--- src/rtl/uart_loader_ctrl.sv ---
// Loader command sequencer: parses LOAD/STATUS/START bytes from the UART, packs
// big-endian 16-bit words into the program FIFO and returns one response byte per command.
module uart_loader_ctrl #(
    parameter logic [19:0] TIMEOUT  = 20'd1000000,
    parameter logic [7:0]  ACK_BYTE = 8'hA5,
    parameter logic [7:0]  NAK_BYTE = 8'hEE
) (
    input  logic        clk_cmt,
    input  logic        rst,
    input  logic        received,
    input  logic [7:0]  rx_byte,
    input  logic        recv_error,
    input  logic        is_transmitting,
    output logic        transmit,
    output logic [7:0]  tx_byte,
    input  logic        fifo_full,
    input  logic        fifo_empty,
    output logic [15:0] fifo_din,
    output logic        fifo_wr_en,
    output logic        start_pulse,
    output logic        busy,
    output logic [8:0]  word_cnt,
    output logic        err_overflow,
    output logic        err_proto
);

    typedef enum logic [2:0] {
        S_IDLE, S_LEN, S_HI, S_LO, S_WR, S_START, S_RESP
    } state_t;

    state_t      state;
    logic [8:0]  remaining;
    logic [19:0] tmo_cnt;
    logic        in_cmd;

    assign in_cmd = (state == S_LEN) || (state == S_HI) || (state == S_LO);
    assign busy   = (state != S_IDLE);

    always_ff @(posedge clk_cmt) begin
        if (rst) begin
            state        <= S_IDLE;
            remaining    <= 9'd0;
            tmo_cnt      <= 20'd0;
            transmit     <= 1'b0;
            tx_byte      <= 8'd0;
            fifo_din     <= 16'd0;
            fifo_wr_en   <= 1'b0;
            start_pulse  <= 1'b0;
            word_cnt     <= 9'd0;
            err_overflow <= 1'b0;
            err_proto    <= 1'b0;
        end else begin
            fifo_wr_en  <= 1'b0;
            start_pulse <= 1'b0;

            if (in_cmd)
                tmo_cnt <= received ? 20'd0 : tmo_cnt + 20'd1;
            else
                tmo_cnt <= 20'd0;

            // Framing errors and stalls abort the command; any half-built word is discarded
            if ((recv_error && state != S_RESP) || (in_cmd && tmo_cnt == TIMEOUT)) begin
                err_proto <= 1'b1;
                tx_byte   <= NAK_BYTE;
                state     <= S_RESP;
            end else begin
                case (state)
                    S_IDLE: if (received) begin
                        case (rx_byte)
                            8'h80: begin
                                word_cnt     <= 9'd0;
                                err_overflow <= 1'b0;
                                state        <= S_LEN;
                            end
                            8'h40: begin
                                tx_byte <= {4'b0, err_proto, err_overflow, fifo_full, fifo_empty};
                                state   <= S_RESP;
                            end
                            8'h20: begin
                                start_pulse <= 1'b1;
                                state       <= S_START;
                            end
                            default: begin
                                err_proto <= 1'b1;
                                tx_byte   <= NAK_BYTE;
                                state     <= S_RESP;
                            end
                        endcase
                    end
                    S_LEN: if (received) begin
                        // a length byte of 0 encodes 256 words
                        remaining <= {(rx_byte == 8'd0), rx_byte};
                        state     <= S_HI;
                    end
                    S_HI: if (received) begin
                        fifo_din[15:8] <= rx_byte;
                        state          <= S_LO;
                    end
                    S_LO: if (received) begin
                        fifo_din[7:0] <= rx_byte;
                        state         <= S_WR;
                    end
                    S_WR: begin
                        if (!fifo_full) begin
                            fifo_wr_en <= 1'b1;
                            if (word_cnt != 9'd256)
                                word_cnt <= word_cnt + 9'd1;
                        end else begin
                            err_overflow <= 1'b1;
                        end
                        remaining <= remaining - 9'd1;
                        if (remaining == 9'd1) begin
                            tx_byte <= (err_overflow || fifo_full) ? NAK_BYTE : ACK_BYTE;
                            state   <= S_RESP;
                        end else begin
                            state <= S_HI;
                        end
                    end
                    S_START: begin
                        tx_byte <= ACK_BYTE;
                        state   <= S_RESP;
                    end
                    S_RESP: begin
                        // request once the transmitter is free, release when it takes the byte
                        if (!transmit) begin
                            if (!is_transmitting)
                                transmit <= 1'b1;
                        end else if (is_transmitting) begin
                            transmit <= 1'b0;
                            state    <= S_IDLE;
                        end
                    end
                    default: state <= S_IDLE;
                endcase
            end
        end
    end

endmodule

--- config.mk ---
export PLATFORM = sky130hd
export DESIGN_NAME = uart_loader_ctrl
export DESIGN_NICKNAME = d
export VERILOG_FILES = /design/src/rtl/uart_loader_ctrl.sv
export SDC_FILE = /design/constraint.sdc
export NUM_CORES = 1
export LEC_CHECK = 0
export CAP_MARGIN = 20
export CORE_ASPECT_RATIO = 0.7
export CORE_MARGIN = 4
export CORE_UTILIZATION = 55
export DETAILED_ROUTE_END_ITERATION = 7
export GPL_TIMING_DRIVEN = 0
export PLACE_DENSITY = 0.79
export SLEW_MARGIN = 10
export SYNTH_ARGS = -nofsm -noshare
export SYNTH_HDL_FRONTEND = slang
export SYNTH_SLANG_ARGS = --single-unit
--- constraint.sdc ---
create_clock -name clk_cmt -period 5.25 [get_ports clk_cmt]
set_clock_uncertainty 0.2 [all_clocks]
set_input_delay 1.05 -clock clk_cmt [delete_from_list [all_inputs] [get_ports clk_cmt]]
set_output_delay 1.05 -clock clk_cmt [all_outputs]
set_load 0.01 [all_outputs]
=== Word level (Yosys, flattened, before mapping) ===
Cells that the tools add are included.
Widths: inputs -> output; s select.

* Equal/unequal tests: 34
* $mul: 0
* Magnitude comparators: 0
* Shift operators: 0
* Reductions and logical operators: 32
* Div/mod/pow operators: 0
* $add $sub $neg: 3
* Muxes and demuxes: 34
* Bitwise gates (word level): 5

{| class="wikitable"
|+ Operators by type and width
! kind !! number
|-
| $mux 9 || 5
|-
| $pmux 9 s2 || 2
|-
| $mux 3 || 8
|-
| $mux 8 || 3
|-
| $pmux 8 s3 || 1
|-
| $ne 2x2->1 const B || 11
|-
| $pmux 3 s7 || 1
|-
| $add 20x1->20 const B || 1
|-
| $eq 20x20->1 const B || 1
|-
| $ne 3x3->1 const B || 6
|-
| $reduce_and 6->1 || 3
|-
| $pmux 8 s2 || 1
|-
| $reduce_and 3->1 || 4
|-
| $mux 1 || 10
|-
| $add 9x1->9 const B || 1
|-
| $eq 3x3->1 const B || 3
|-
| $eq 9x1->1 const B || 1
|-
| $ne 3x2->1 const B || 3
|-
| $ne 9x9->1 const B || 1
|-
| $reduce_or 3->1 || 3
|-
| $sub 9x1->9 const B || 1
|-
| $eq 8x6->1 const B || 1
|-
| $eq 8x7->1 const B || 1
|-
| $eq 8x8->1 const B || 1
|-
| 19 further kinds || 35
|}

* ROM bits: 0
* Logic and storage cells: 122
* Bits in latches: 0
* Output and inout port bits: 39
* Bits of input ports: 15
* Memories kept: 0
* Memory bits (writable): 0
* Register bits after elaboration: 70

=== Logic depth before layout (Yosys ltp) ===
* Depth after elaboration: 7
* Depth in mapped cells: 8

=== Worst setup path before layout ===
No wires, ideal clock.

* Kind: input to register
* Start point: input port rx_byte[2]
* End point: register tx_byte[1]
* Buffers on the path: 1
* Required time: 4.918 ns
* Stages on the path: 6
* Setup time: 0.132 ns
* Arrival: 2.420 ns
* Setup slack: 2.498 ns
* Path through: or4_1 buf_2 nor4_4 o22ai_2 mux2i_1 a21oi_1

* Word-level cells in the longest chain between the ends: 6
* Elaborated cells on any way between the ends: 10

{| class="wikitable"
|+ Ends and longest elaborated chain
! element !! line !! RTL
|-
| start, declared || 11 || <nowiki>input logic [7:0] rx_byte,</nowiki>
|-
| $eq 8x6->1 / $eq 8x8->1 (equally long branches) || 69 || <nowiki>case (rx_byte)</nowiki>
|-
| $reduce_or 2->1 (no line) || -- ||
|-
| $pmux 8 s2 || 69 ||
|-
| $mux 8 || 68 || <nowiki>S_IDLE: if (received) begin</nowiki>
|-
| $pmux 8 s3 || 67 || <nowiki>case (state)</nowiki>
|-
| $mux 8 || 62 || <nowiki>if ((recv_error && state != S_RESP) || (in_cmd && tmo_cnt == TIMEOUT)) begin</nowiki>
|-
| end signal, assigned || 76 || <nowiki>tx_byte <= {4'b0, err_proto, err_overflow, fifo_full, fifo_empty};</nowiki>
|-
| end signal, assigned || 113 || <nowiki>tx_byte <= (err_overflow || fifo_full) ? NAK_BYTE : ACK_BYTE;</nowiki>
|-
| end, declared || 15 || <nowiki>output logic [7:0] tx_byte,</nowiki>
|}

Several ways; a longest one is shown, not always the timed one. The select of a mux whose other input is x is not followed.
A chain may end at the register's enable or synchronous reset.

=== Worst setup path in the final report ===
* Start point: input port rx_byte[7]
* End point: register err_overflow

* Word-level cells in the longest chain between the ends: 3

{| class="wikitable"
|+ Ends and longest elaborated chain
! element !! line !! RTL
|-
| $eq 8x8->1 || 69 ||
|-
| $ne 2x1->1 (no line) || -- ||
|-
| $reduce_and 5->1 (no line) || -- ||
|-
| end signal, assigned || 50 || <nowiki>err_overflow <= 1'b0;</nowiki>
|-
| end signal, assigned || 72 || <nowiki>err_overflow <= 1'b0;</nowiki>
|-
| end signal, assigned || 109 || <nowiki>err_overflow <= 1'b1;</nowiki>
|-
| end, declared || 23 || <nowiki>output logic err_overflow,</nowiki>
|}

Every way passes these cells.

==> impl_results.md <==
- Vias: 3,311
- Worst hold margin: 273 ps
- Placed insts: 552
- TritonCTS Sinks: 68
- GR peak layer: met2
- CP Capture Type: register
- Met3 Use GR: 0.0703
- Initial Util: 0.571
- Via/cell ratio: 5.83
- Design area: 4380 um^2
- Fmax: 307 MHz
- Fin util: 0.699
- Diodes inserted: 0
- Clock transition at the registers of the reported paths: 70 ps
- Final WL: 9040 um
- Num CTS Buffers: 9
- Most frequent cell after synthesis: dfxtp_1
- Gate power share: 0.142
- Placed wire-length estimate: 6630 um
- Clk root buf: clkbuf_8
- Hold_buf cts: 0
- Final Setup Violations: 0
- Die Wd: 104 um
- Power per cell area: 257 nW/um^2
- Top_reg_cell synth: dfxtp_1
- CP required: 5270 ps
- Area grow syn2layout: 22.4%
- Met2 Use GR: 0.343
- Synth Cell Area: 3580 um^2
- Count of cell types in the netlist: 57
- DR iter-0 viols: 257
- Share of cells above drive strength 1: 0.0755
- Area of the core: 6280 um^2
- Startpoint Class: primary input
- Synth cell count leaders: dfxtp_1, nor2_1, nand2b_1
- # resized after CTS: 0
- Mapped Avg Cell Area: 8.47 um^2
- H-tree Lvls: 3
- Post-synthesis sequential element count: 68
- GP Congestion: 0.894
- Setup ws final: 1990 ps
- Final Cycle Share: 0.621
- Post-synth top area cell: dfxtp_1
- Worst EP arrival: 3280 ps
- RSZ-0062 raised after global routing: false
- Crit-path max FO: 7
- Post-Layout Cell Count: 568
- Clk_lat worst skew: 350 ps
- Tot Pwr: 1.13 mW
- Max-Cap Viols: 0
- Status: complete, no violations
- Slew Limit Fails: 0
- Num rows: 24
- Buffers added on ports: 51
- Die extent in y: 75.5 um
- Remaining DRCs: 0
- Yosys warning count: 0
- Layout net count: 506
- Clk pwr share: 0.379
- Die area: 7890 um^2
- TritonCTS clock tree: built
- Cell count after synthesis: 423
- Vias in the first global route: 3,039
- WS Path Type: primary input to register
- Critical Path, Cell by Cell: clkdlybuf4s50_1, nor4b_1, nand3_1, a2111oi_0, mux2i_1, nor2_1
- Setup TNS: 0 ps
- Max clock buf depth: 2
- Hold Vio Cnt, Final: 0
- Worst slew pin tran: 633 ps
- Synth top area cells: dfxtp_1, mux2i_1, nand2b_1
- First-pass GRT wire length: 14,400 um
- Met1 usage: 0.320
- First-pass DRT Iterations: 5
- Peak VDD IR: 159 uV
- Post-CTS setup buffer count: 0
- Number of antenna-violating nets in the routed design: 0
- Sw Pwr: 0.297 mW
- Slew headroom: 0.567
- Synth async-reset ratio: 0
- Sw frac: 0.263
- GRT overflow: 0
- Final min period: 3260 ps
- CP peak stage delay: 670 ps
- EDFF count, synth: 0
- Initial antenna violation count: 0
- Hold Path Class: register to register
- Pre-CTS setup slack: 1740 ps
- Largest net degree at the start of global routing: 12
- Top cell type's share of synthesized area: 0.380
- Post-synthesis sequential area ratio: 0.380
- I/O pin total: 54
- Int Power: 0.831 mW
- Cell area after placement: 4190 um^2
- Synthesized Nets: 444
- Leak: 1.50 nW
- Crit-path slowest cell: clkdlybuf4s50_1
- Reg power frac: 0.479
- GRT Overall Usage: 0.228
- Wire length per cell: 15.9 um
## cell usage in the layout, fill, tap and decap left out, types with 12 or more instances in the layout
| master | n |
|---|---|
| nand3_1 | 17 |
| dfxtp_1 | 68 |
| mux2i_1 | 24 |
| inv_1 | 16 |
| nor2_1 | 37 |
| nand2_1 | 24 |
| clkbuf_1 | 12 |
| nor3_1 | 13 |
| o21ai_0 | 16 |
| nand2b_1 | 32 |
| clkdlybuf4s50_1 | 51 |
| a21oi_1 | 27 |
## registers in the layout, summed over array words and instances (netlist names)
signal        count
tx_byte           6
word_cnt          9
start_pulse       1
transmit          1
state             3
tmo_cnt          20
err_proto         1
fifo_din         16
fifo_wr_en        1
err_overflow      1
remaining         9
## routing by layer
layer / part of all wire / wire length [um]
met1: 0.48 / 4340
met2: 0.43 / 3860
met3: 0.081 / 734
met4: 0.010 / 93
met5: 0 / 0
## cell type report
type / instances / area (um^2)
plain buffers: 24 / 125
clock buffers: 12 / 145
clock inverters: 4 / 48.8
fillers: 508 / 1890
inverters: 16 / 60.1
multi-input cells: 315 / 2040
flip-flops and latches: 68 / 1360
well taps: 78 / 97.6
repair buffers: 51 / 510
## critical path, delay by kind of cell
kind	cells	cell delay, ps
AO/OA/AOI/OAI	1	650
multiplexers	1	250
AND/OR/NAND/NOR	3	670
buffers and inverters	1	670
## cell families after synthesis
logic type | share of synthesized area
and+or+nand+nor | 0.289
AOI/OAI and AO/OA | 0.152
DFF | 0.380
buffers and inverters | 0.0517
muxes | 0.0671
xor gates and xnor gates | 0.0391
adders and majority gates | 0.0210
other | 0.00105
## power by group through the flow
stage / logic [mW] / clock network [mW] / registers (mW)
after CTS: 0.158 / 0.434 / 0.540
final: 0.160 / 0.428 / 0.540
after global placement: 0.154 / 0 / 0.551
after detailed placement: 0.157 / 0 / 0.551
after global routing: 0.175 / 0.457 / 0.541
after floorplan: 0.0942 / 0 / 0.553
## path summary, 6_finish.rpt
check | slack (ps) | depth (start not counted) | startpoint | to
min reg2reg | 270 | 2 | fifo_din[0] | fifo_din[0]
max reg2reg | 2880 | 8 | tmo_cnt[0] | word_cnt[4]
min | 270 | 2 | fifo_din[0] | fifo_din[0]
max | 1990 | 6 | rx_byte[7] | err_overflow
Power figures use the tool's default switching activity.
